--- config.mk ---
export PLATFORM = sky130hd
export DESIGN_NAME = seg_count_display
export DESIGN_NICKNAME = d
export VERILOG_FILES = /design/src/rtl/seg_pkg.sv /design/src/rtl/bcd_digit.sv /design/src/rtl/seg_count_display.sv
export SDC_FILE = /design/constraint.sdc
export NUM_CORES = 1
export LEC_CHECK = 0
export CORE_MARGIN = 1.5
export CORE_UTILIZATION = 50
export CTS_BUF_LIST = sky130_fd_sc_hd__clkbuf_16
export DETAILED_ROUTE_END_ITERATION = 8
export GPL_ROUTABILITY_DRIVEN = 0
export MAX_ROUTING_LAYER = met4
export PLACE_DENSITY = 0.88
export SLEW_MARGIN = 10
export SYNTH_ARGS = -nofsm -noshare
export SYNTH_HDL_FRONTEND = slang
export SYNTH_SLANG_ARGS = --single-unit
export TNS_END_PERCENT = 50
--- constraint.sdc ---
create_clock -name CLK -period 1.9 [get_ports CLK]
set_input_delay 0.285 -clock CLK [delete_from_list [all_inputs] [get_ports CLK]]
set_output_delay 0.285 -clock CLK [all_outputs]
set_load 0.05 [all_outputs]
--- src/rtl/seg_pkg.sv ---
// rtl/seg_pkg.sv - shared types, constants and segment encoder for seg_count_display
// Purpose: digit count, BCD digit type, blank pattern and active-low
//          seven-segment encoding {g,f,e,d,c,b,a}.
// Ports:   none (package).
package seg_pkg;

  localparam int NUM_DIGITS = 4;

  typedef logic [3:0] bcd_t;

  localparam logic [6:0] SEG_BLANK = 7'b1111111;

  function automatic logic [6:0] seg_encode(input bcd_t digit);
    logic [6:0] code;
    case (digit)
      4'd0:    code = 7'b1000000;
      4'd1:    code = 7'b1111001;
      4'd2:    code = 7'b0100100;
      4'd3:    code = 7'b0110000;
      4'd4:    code = 7'b0011001;
      4'd5:    code = 7'b0010010;
      4'd6:    code = 7'b0000010;
      4'd7:    code = 7'b1111000;
      4'd8:    code = 7'b0000000;
      4'd9:    code = 7'b0010000;
      default: code = SEG_BLANK;
    endcase
    return code;
  endfunction

endpackage

--- src/rtl/bcd_digit.sv ---
// rtl/bcd_digit.sv - one decade of the BCD up/down counter
// Purpose: holds one BCD digit; steps up or down with 9->0 / 0->9 wrap.
// Ports:   CLK    in  system clock
//          RST    in  synchronous active-high reset
//          CLR    in  synchronous clear (overrides step)
//          step   in  advance this digit this cycle
//          UP     in  1 = increment, 0 = decrement
//          q      out current digit value 0..9
//          carry  out digit wraps 9->0 while counting up
//          borrow out digit wraps 0->9 while counting down
module bcd_digit
  import seg_pkg::*;
(
  input  logic CLK,
  input  logic RST,
  input  logic CLR,
  input  logic step,
  input  logic UP,
  output bcd_t q,
  output logic carry,
  output logic borrow
);

  assign carry  = (q == 4'd9) & step & UP;
  assign borrow = (q == 4'd0) & step & ~UP;

  always_ff @(posedge CLK) begin
    if (RST || CLR) begin
      q <= 4'd0;
    end else if (step) begin
      if (UP) begin
        q <= (q == 4'd9) ? 4'd0 : q + 4'd1;
      end else begin
        q <= (q == 4'd0) ? 4'd9 : q - 4'd1;
      end
    end
  end

endmodule

--- src/rtl/seg_count_display.sv ---
// rtl/seg_count_display.sv - four-digit BCD event counter with multiplexed 7-seg drive
// Purpose: counts rising transitions of CE_IN (up or down, BCD) and scans
//          the count onto a common-anode four-digit display.
// Ports:   CLK   in  system clock
//          RST   in  synchronous active-high reset
//          CE_IN in  toggling enable; each rising transition is one event
//          EN    in  count enable level
//          UP    in  count direction, 1 = up
//          CLR   in  synchronous count clear
//          COUNT out BCD count {d3,d2,d1,d0}
//          SEG   out segments {g,f,e,d,c,b,a}, active-low
//          AN    out digit anodes, active-low, AN[i] selects digit i
module seg_count_display
  import seg_pkg::*;
#(
  parameter int SCAN_DIV = 40000,
  parameter bit BLANK_LZ = 1'b0
) (
  input  logic        CLK,
  input  logic        RST,
  input  logic        CE_IN,
  input  logic        EN,
  input  logic        UP,
  input  logic        CLR,
  output logic [15:0] COUNT,
  output logic [6:0]  SEG,
  output logic [3:0]  AN
);

  logic                  ce_d;
  logic                  tick;
  bcd_t                  digit [NUM_DIGITS];
  logic [NUM_DIGITS:0]   step;
  logic [NUM_DIGITS-1:0] carry;
  logic [NUM_DIGITS-1:0] borrow;
  logic [NUM_DIGITS-1:0] blank;
  logic [15:0]           scan_cnt;
  logic [1:0]            idx;
  logic                  unused_wrap;

  // ce_d follows CE_IN even while in reset, so a CE_IN already high at
  // reset release is treated as old level rather than a fresh edge.
  always_ff @(posedge CLK) begin
    ce_d <= CE_IN;
  end

  assign tick    = CE_IN & ~ce_d;
  assign step[0] = tick & EN;

  for (genvar gi = 0; gi < NUM_DIGITS; gi++) begin : g_digit
    bcd_digit u_digit (
      .CLK    (CLK),
      .RST    (RST),
      .CLR    (CLR),
      .step   (step[gi]),
      .UP     (UP),
      .q      (digit[gi]),
      .carry  (carry[gi]),
      .borrow (borrow[gi])
    );
    assign step[gi+1] = carry[gi] | borrow[gi];
  end

  // Wrap out of the top decade (9999->0000 / 0000->9999) has no consumer.
  assign unused_wrap = step[NUM_DIGITS];

  assign COUNT = {digit[3], digit[2], digit[1], digit[0]};

  // Leading-zero blanking cascades down from the top digit; d0 always lit.
  always_comb begin
    blank = '0;
    if (BLANK_LZ) begin
      blank[3] = (digit[3] == 4'd0);
      blank[2] = blank[3] & (digit[2] == 4'd0);
      blank[1] = blank[2] & (digit[1] == 4'd0);
    end
  end

  always_ff @(posedge CLK) begin
    if (RST) begin
      scan_cnt <= 16'd0;
      idx      <= 2'd0;
      AN       <= 4'b1111;
      SEG      <= SEG_BLANK;
    end else begin
      if (scan_cnt == 16'(SCAN_DIV - 1)) begin
        scan_cnt <= 16'd0;
        idx      <= idx + 2'd1;
      end else begin
        scan_cnt <= scan_cnt + 16'd1;
      end
      AN  <= ~(4'b0001 << idx);
      SEG <= blank[idx] ? SEG_BLANK : seg_encode(digit[idx]);
    end
  end

endmodule
# ---- After elaboration in Yosys (flattened, before gate mapping)
# Memories as Yosys holds them, arrays and structs flattened. A register that Yosys moved wholly into a read port is not among the register bits.
# Cells that the tools add are included.
dict set report totals {
  regBits 39
  mem_bits_ro 112
  out_inout_bits 27
  word_cells 72
  n_memories 1
}
dict set report classes {
  add_sub_neg 10
  n_lt_le_gt_ge 2
  eq_ne 5
  shifts 1
  muxes 17
  bitwise 21
  reduce_logical 7
}
# name words width rd rd_clocked_by_memory_dff write_ports line
set memory_table {}
lappend memory_table {{(name not given)} 16 7 1 1 0 seg_pkg.sv:15} ;# case (digit)
# cell n
set ops {}
lappend ops {{$mux 4} 14}
lappend ops {{$add 16x1->16 const B} 1}
lappend ops {{$add 4x1->4 const B} 4}
lappend ops {{$eq 16x16->1 const B} 1}
lappend ops {{$eq 4x4->1 const B} 4}
lappend ops {{$logic_not 4->1} 4}
lappend ops {{$sub 4x1->4 const B} 4}
lappend ops {{$and 1x1->1} 14}
lappend ops {{$bmux 4 s2} 1}
lappend ops {{$not 4->4} 1}
lappend ops {{$reduce_or 2->1} 2}
lappend ops {{$shl 1x2->4 const A} 1}
lappend ops {{$ge 3x3->1 const B} 1}
lappend ops {{$lt 2x3->1 const B} 1}
lappend ops {{$not 2->3} 1}
lappend ops {{$or 1x1->1} 3}
lappend ops {{$add 2x1->2 const B} 1}
lappend ops {{$bmux 1 s2} 1}
lappend ops {{$not 1->1} 2}
lappend ops {{$logic_or 1x1->1} 1}
lappend ops {{$mux 1} 1}

# ---- Depth between registers and ports, before layout
# Gate-level depths: netlist (run 1).
dict set report depth {
  depth_word 12
  depth_mapped 8
  ltp_nobuf 7
}

# ---- Cells and area by module
# From an unflattened synthesis (run 1), not the netlist that was laid out.
dict set report unflattened {
  hier_cells 306
  area_unflattened_um2 2777.7
}
# module n_inst cells_each area_each_um2
set modules_own_cells {}
lappend modules_own_cells {seg_count_display 1 150 1446.4}
lappend modules_own_cells {bcd_digit 4 39 332.8}

# ---- Least setup slack after synthesis (run 1)
# No wires, ideal clock.
dict set report synth_path {
  path_type {reg2reg}
  start {reg g_digit[3].u_digit.q[1]}
  end {reg SEG[4]}
  setup_time_ns 0.123
  arrival_time_ns 1.978
  required_time_ns 1.777
  slack_ns -0.201
  path_stages_with_launch 8
  n_path_buf 1
  cell_sequence {dfxtp_1 -> clkbuf_1 -> mux4_2 -> inv_1 -> ha_1 -> nor2b_1 -> mux2i_1 -> or2_2}
}
dict set report synth_via {
  elab_chain_len 3
}
# element line
set synth_lines {}
lappend synth_lines {{from (decl)} bcd_digit.sv:19} ;# output bcd_t q,
lappend synth_lines {{from (signal assigned)} bcd_digit.sv:32} ;# q <= (q == 4'd9) ? 4'd0 : q + 4'd1;
lappend synth_lines {{from (signal assigned)} bcd_digit.sv:34} ;# q <= (q == 4'd0) ? 4'd9 : q - 4'd1;
lappend synth_lines {{$bmux 4 s2} seg_count_display.sv:93} ;# SEG <= blank[idx] ? SEG_BLANK : seg_encode(digit[idx]);
lappend synth_lines {{$mux 4 (not written as such) (2 in series)} seg_count_display.sv:93}
lappend synth_lines {{to (decl)} seg_count_display.sv:26} ;# output logic [6:0] SEG,
# No other way between the ends. The select of a mux whose other input is x is not followed.
# A chain may end at the register's enable or synchronous reset.

# ---- Final worst setup path (run 1)
dict set report layout_path {
  start {reg idx[0]}
  end {reg SEG[4]}
}
dict set report layout_via {
  elab_chain_len 4
}
# element line
set layout_lines {}
lappend layout_lines {{from (decl)} seg_count_display.sv:38} ;# logic [1:0] idx;
lappend layout_lines {{from (signal assigned)} seg_count_display.sv:88} ;# idx <= idx + 2'd1;
lappend layout_lines {{$not 2->3 (not written as such)} seg_count_display.sv:93}
lappend layout_lines {{$bmux 4 s2} seg_count_display.sv:93}
lappend layout_lines {{$mux 4 (not written as such) (2 in series)} seg_count_display.sv:93}
# Parallel ways exist; a longest one is shown, timed or not. The select of a mux whose other input is x is not followed.

==> results of run 1 <==
stage by stage:
step                setup WS (ns)  cell area, um2
floorplan               0.0000682            2700
global placement           -0.108            3210
detailed placement         -0.135            3210
CTS                        0.0205            3370
global route               0.0233            3390
finish                     0.0724            3390
cells by family after synthesis:
group,after synthesis,share of synthesized area
buffers and inverters,39,0.0586
AO/OA/AOI/OAI,83,0.199
AND/OR/NAND/NOR,119,0.246
multiplexers,7,0.0453
adder cells (fa/ha/maj),10,0.0472
flip-flops,46,0.348
XOR/XNOR,17,0.0562
state kept, by name, indices dropped and copies added (netlist names):
signal             flops
ce_d                   1
idx                    2
g_digit.u_digit.q     16
scan_cnt              16
SEG                    7
AN                     4
worst max-delay path, cell delays in order, from the launching register on:
cell and delay, ns:
dfxtp_4 0.38, mux4_2 0.54, inv_2 0.12, ha_1 0.14
nor2b_1 0.17, mux2i_1 0.09, or2_2 0.27
power by group through the flow:
stage | clock [uW] | combinational [uW] | sequential (uW)
finish | 926 | 204 | 987
floorplan | 0 | 84.6 | 1050
global placement | 0 | 195 | 1010
CTS | 929 | 202 | 988
detailed placement | 0 | 200 | 1010
global route | 960 | 220 | 989
timing repair:
action | CTS | global route
endpoints found under the hold margin | 0 | 0
gates resized for setup | 2 | 5
endpoints found under the setup margin | 2 | 5
final cells by class:
class / count / area [um2]
Fill cell: 394 / 1720
Multi-Input combinational cell: 236 / 1580
Sequential cell: 46 / 941
Timing Repair Buffer: 66 / 566
Clock buffer: 6 / 150
Tap cell: 70 / 87.6
Inverter: 14 / 52.6
Clock inverter: 2 / 11.3
Yosys cell counts (2+ instances only):
master,number
a21boi_0,5
a211oi_1,5
o31ai_1,7
o211ai_1,3
and3_1,5
mux2i_1,3
xnor2_1,15
nand4_1,5
nand4b_1,3
or3_1,6
nand2_1,12
ha_1,10
a21oi_1,18
o21ai_0,24
dfxtp_1,46
o311ai_0,2
o22ai_1,3
nor3_1,7
nand2b_1,6
a221oi_1,2
nand3b_1,5
a22oi_1,2
clkbuf_1,17
and2_1,3
or2_2,3
o21a_1,3
nor4_1,3
nor2_1,34
nor4b_1,2
inv_1,14
nand3_1,10
xor2_1,2
nor2b_1,6
a31oi_1,2
mux4_2,4
buf_2,7
metal layers:
| layer | vias up | GRT usage | part of all wire |
|---|---|---|---|
| met5 | - | - | 0 |
| met4 | 0 | 0.0853 | 0.026 |
| met3 | 19 | 0.0384 | 0.055 |
| met2 | 100 | 0.367 | 0.49 |
| met1 | 1177 | 0.282 | 0.43 |
| li1 | 1243 | - | - |
worst max-delay path by stage:
stage / from / to / cells after the start
2_1_floorplan: g_digit[1].u_digit.q[1]$_SDFFE_PP0N_ / SEG[4]$_SDFF_PP1_ / 7
3_3_place_gp: UP / g_digit[2].u_digit.q[1]$_SDFFE_PP0N_ / 6
3_5_place_dp: UP / g_digit[2].u_digit.q[1]$_SDFFE_PP0N_ / 6
4_1_cts: g_digit[1].u_digit.q[1]$_SDFFE_PP0N_ / COUNT[5] / 2
5_1_grt: UP / g_digit[3].u_digit.q[2]$_SDFFE_PP0P_ / 6
6_report: idx[0]$_SDFFE_PP0N_ / SEG[4]$_SDFF_PP1_ / 6
placed cells by master (no fill, tap or decap), types with 7 or more instances in the layout:
| master | n |
|---|---|
| buf_4 | 44 |
| xnor2_1 | 15 |
| ha_1 | 10 |
| nand2_1 | 12 |
| nor2_1 | 34 |
| dfxtp_1 | 40 |
| inv_1 | 13 |
| nor3_1 | 7 |
| nand3_1 | 10 |
| o31ai_1 | 7 |
| o21ai_0 | 23 |
| a21oi_1 | 18 |
| clkdlybuf4s50_1 | 19 |
==> impl_results.md, run 1 <==
* H-tree levels at 2
* Full die area at 0.00574 mm2
* Post-synth top area cell: dfxtp_1
* Placed Cells at 432
* Reg2Reg Depth at 6
* Die X at 75.8 um
* Worst vdd ir at 0.000634 V
* Arrival @ worst endpoint at 2.00 ns
* Clock-pin slew on the worst setup and hold paths at 0.06 ns
* Final Hold Viols at 0
* Final design utilization at 0.663
* Post-CTS Hold Buffers at 0
* Cell Area, Synth at 0.00265 mm2
* Reg-to-reg endpoint: SEG[4]$_SDFF_PP1_
* Worst-Margin Slew at 0.508 ns
* Vias in the first global route at 2167
* Critical path class: reg -> reg
* HP Class: reg -> reg
* Avg Cell Area, Syn at 8.25 um2
* Critical Path RT at 2.07 ns
* Rows at 26
* Yosys warns at 0
* Share of flip-flops with an asynchronous set or reset at 0
* First-pass GRT wire length at 9760 um
* Fmax at 547 MHz
* Part of the power in the clock network at 0.437
* Area Growth Syn to Fin at 27.9%
* Switching Fraction at 0.233
* Vias per Instance at 5.77
* CTS tree: built
* Post-route DRC at 0
* Final Critical Period at 1.83 ns
* Fin crit share at 0.962
* Remaining global-route overflow at 0
* Port Buffers at 32
* Die span in y at 75.8 um
* Final ANT Viol Nets at 0
* Share of power burned in registers at 0.466
* Worst Hold Depth at 1
* Final std cells w/o fill at 440
* Status: complete, no violations
* Post-synthesis instance total at 321
* Syn Nets at 337
* DRT iter0 DRCs at 152
* Layout Nets at 385
* Number of storage elements in the synthesis netlist at 46
* Setup Fix Bufs, Post-CTS at 0
* Unrepaired setup endpoints after global routing: no
* Tot GR Track Use at 0.227
* Setup TNS at 0 ns
* Post-synth EDFFs at 0
* LEAKAGE at 0.00127 uW
* Ports at 33
* Slack of the worst reg-to-reg path at 0.07 ns
* Setup violators final at 0
* TritonCTS buffer count at 5
* Crit-path max FO at 4
* NetSw at 494 uW
* Launch point of the worst reg-to-reg path: idx[0]$_SDFFE_PP0N_
* # clock sinks at 46
* Hold endpoint: scan_cnt[0]$_SDFF_PP0_
* Post-synthesis sequential area ratio at 0.348
* Max cap viols at 0
* Initial antenna violation count at 0
* Initial Utilization at 0.519
* Min-delay src: scan_cnt[0]$_SDFF_PP0_
* Dominant synthesized flop cell: dfxtp_1
* Clk buf depth at 2
* Worst relative slew slack at 0.660
* Vias at 2539
* N_diodes at 0
* Pre-antenna DRT Iters at 5
* Largest net degree at the start of global routing at 15
* Wire length per cell at 14.3 um
* CP endpoint kind: flip-flop
* Library cells used by synthesis at 53
* Skew final at 0.00456 ns
* Clk Tree Root Cell: clkbuf_16
* Worst skew pair latency at 0.28 ns
* Share of cells above drive strength 1 at 0.200
* Top cell type's share of synthesized area at 0.348
* CP startpoint kind: flip-flop
* Top post-synthesis cells by area: dfxtp_1 35%, xnor2_1 5.0%, nor2_1 4.8%, ha_1 4.7%, o21ai_0 4.5%
* DP HPWL at 4230 um
* Pwr Total at 2120 uW
* Combinational share of power at 0.097
* Internal power at 1620 uW
* Power Dens Cells at 625 mW/mm2
* Core Region at 0.00511 mm2
* Total routed wirelength at 6280 um
* Hold Slack at 0.476 ns
* Max Slew Vio Count at 0
(Power assumes the default switching activity.)
==> run 2, diff against run 1 <==
- CORE_UTILIZATION: 50 -> 51
- PLACE_DENSITY: 0.88 -> 0.89
- SYNTH_HIERARCHICAL: not set -> 1
==> impl_results.md, run 2 <==
* Status: complete, but fails checks
* Violated checks: negative setup slack
* Final design utilization at 0.714
* Total routed wirelength at 7790 um
* Clk Tree Root Cell: clkbuf_16
* Crit-path max FO at 8
* Largest net degree at the start of global routing at 23
* DP HPWL at 4360 um
* Vias at 2667
* Final ANT Viol Nets at 0
* Switching Fraction at 0.241
* Post-CTS Hold Buffers at 0
* Fillers at 331
* Combinational share of power at 0.110
* Pwr Total at 2230 uW
* Max cap viols at 0
* Final Cell Area at 0.00369 mm2
* Commonest non-fill, non-tap cells in the layout: 55 x buf_4, 41 x dfxtp_1, 20 x nor2_1
* Worst-Margin Slew at 0.499 ns
* Clock-pin slew on the worst setup and hold paths at 0.07 ns
* Tot GR Track Use at 0.279
* Rows at 26
* CP endpoint kind: flip-flop
* Die X at 76.6 um
* Critical path class: reg -> reg
* HP Class: in -> reg
* Remaining global-route overflow at 0
* Post-route DRC at 0
* Skew final at 0.00598 ns
* Port Buffers at 32
* Initial antenna violation count at 0
* CP endpoint: g_digit[3].u_digit/q[1]$_SDFFE_PP0P_
* Setup violators final at 10
* CP startpoint kind: flip-flop
* DRT iter0 DRCs at 240
* # clock sinks at 46
* Min-delay src: CE_IN
* Slack of the worst reg-to-reg path at -0.49 ns
* Fmax at 419 MHz
* Critical Path RT at 2.09 ns
* Reg2Reg Depth at 12
* Cell Area, Synth at 0.00276 mm2
* TritonCTS buffer count at 5
* Final Hold Viols at 0
* Regs by FF count: g_digit.u_digit/q (16), scan_cnt (16), SEG (7)
* Max Slew Vio Count at 0
* Clk buf depth at 2
* N_diodes at 0
* LEAKAGE at 0.00147 uW
* Core Region at 0.00517 mm2
* NetSw at 535 uW
* Min setup slack post-route at -0.489 ns
* Pre-antenna DRT Iters at 5
* CTS tree: built
* Area Growth Syn to Fin at 33.7%
* Worst relative slew slack at 0.667
* Post-synthesis instance total at 303
* Share of power burned in registers at 0.444
* Internal power at 1690 uW
* Reg-to-reg endpoint: g_digit[3].u_digit/q[1]$_SDFFE_PP0P_
* Yosys warns at 6
* Vias per Instance at 6.08
* Avg Cell Area, Syn at 9.11 um2
* Final Critical Period at 2.39 ns
* Post-DP Area at 0.00331 mm2
* Arrival @ worst endpoint at 2.58 ns
* Initial Utilization at 0.534
* Die span in y at 76.6 um
* Share of cells above drive strength 1 at 0.358
* First-pass GRT wire length at 12600 um
* Worst setup startpoint: g_digit[0].u_digit/q[1]$_SDFFE_PP0P_
* Most common cell after layout, fill and taps aside: buf_4
* Ports at 33
* Full die area at 0.00587 mm2
* Power Dens Cells at 603 mW/mm2
* Worst skew pair latency at 0.29 ns
* Fin crit share at 1.26
* Layout Nets at 384
* Unrepaired setup endpoints after global routing: yes
* Part of the power in the clock network at 0.445
* Vias in the first global route at 2456
* Wire length per cell at 17.7 um
* Syn Nets at 319
* H-tree levels at 2
* Worst vdd ir at 0.000607 V
* Launch point of the worst reg-to-reg path: g_digit[0].u_digit/q[1]$_SDFFE_PP0P_
run 2: cell count changes in the layout (fill, tap and decap cells not counted), moves of 5 or more:
cell	previous run	this run
buf_4	44	55
nor4bb_1	0	5
or2_4	0	6
o21ai_0	23	4
buf_6	0	5
a21oi_1	18	12
inv_1	13	8
nand3_1	10	18
nor2_1	34	20
nand3b_1	5	0
and2b_2	0	8
a211oi_1	5	0
clkdlybuf4s50_1	19	14
run 2: power groups by stage:
| stage | registers, uW | logic, uW | clock network (uW) |
|---|---|---|---|
| final | 989 | 245 | 991 |
| after global routing | 991 | 260 | 1050 |
| after CTS | 988 | 228 | 985 |
| after detailed placement | 1010 | 217 | 0 |
| after global placement | 1010 | 212 | 0 |
| after floorplan | 1050 | 103 | 0 |
run 2: worst min path at each step:
| stage | to | slack [ns] | cells after the start |
|---|---|---|---|
| after floorplan | ce_d$_DFF_P_ | 0.31 | 0 |
| after global placement | scan_cnt[0]$_SDFF_PP0_ | 0.44 | 1 |
| after detailed placement | scan_cnt[0]$_SDFF_PP0_ | 0.46 | 1 |
| after CTS | ce_d$_DFF_P_ | 0.24 | 1 |
| after global routing | ce_d$_DFF_P_ | 0.24 | 1 |
| final | ce_d$_DFF_P_ | 0.24 | 1 |
run 2: layer usage:
layer,part of all wire,vias to the layer above,global-route usage,wire length [um]
li1,-,1242,-,-
met1,0.40,1252,0.339,3130
met2,0.48,137,0.436,3750
met3,0.072,36,0.0563,564
met4,0.045,0,0.146,348
met5,0,-,-,0
run 2: critical path: stages, from the launching register on:
cell and delay [ns]:
dfxtp_4 0.35, or4_4 0.56, nor2_4 0.12, or2_4 0.14, nand2b_4 0.07, nor2_2 0.09
or2_4 0.14, nand2b_4 0.06, nor2_2 0.09, or2_4 0.19, buf_4 0.13, a21oi_2 0.05
nor4bb_1 0.31
run 2: layout make-up:
cell class	count	area (um2)	area share
Clock buffer	5	125	0.0339
Clock inverter	3	40.0	0.0108
Inverter	10	37.5	0.0102
Multi-Input combinational cell	227	1820	0.492
Sequential cell	46	937	0.254
Tap cell	70	87.6	0.0237
Timing Repair Buffer	78	648	0.176
run 2: metrics by stage:
stage / hold WS, ns / TNS, ns / setup slack [ns] / std cells
floorplan: 0.313 / -2.98 / -0.705 / 303
global placement: 0.439 / -4.26 / -0.654 / 421
detailed placement: 0.465 / -5.33 / -0.816 / 421
CTS: 0.242 / -1.75 / -0.396 / 435
global route: 0.237 / -3.41 / -0.556 / 439
finish: 0.243 / -2.66 / -0.489 / 439
run 2: timing repair:
| item | in CTS | in global routing |
|---|---|---|
| pin swaps | 16 | 5 |
| endpoints found under the setup margin | 11 | 15 |
| endpoints found under the hold margin | 0 | 0 |
| setup buffers | 7 | 7 |
| resized for setup | 22 | 18 |
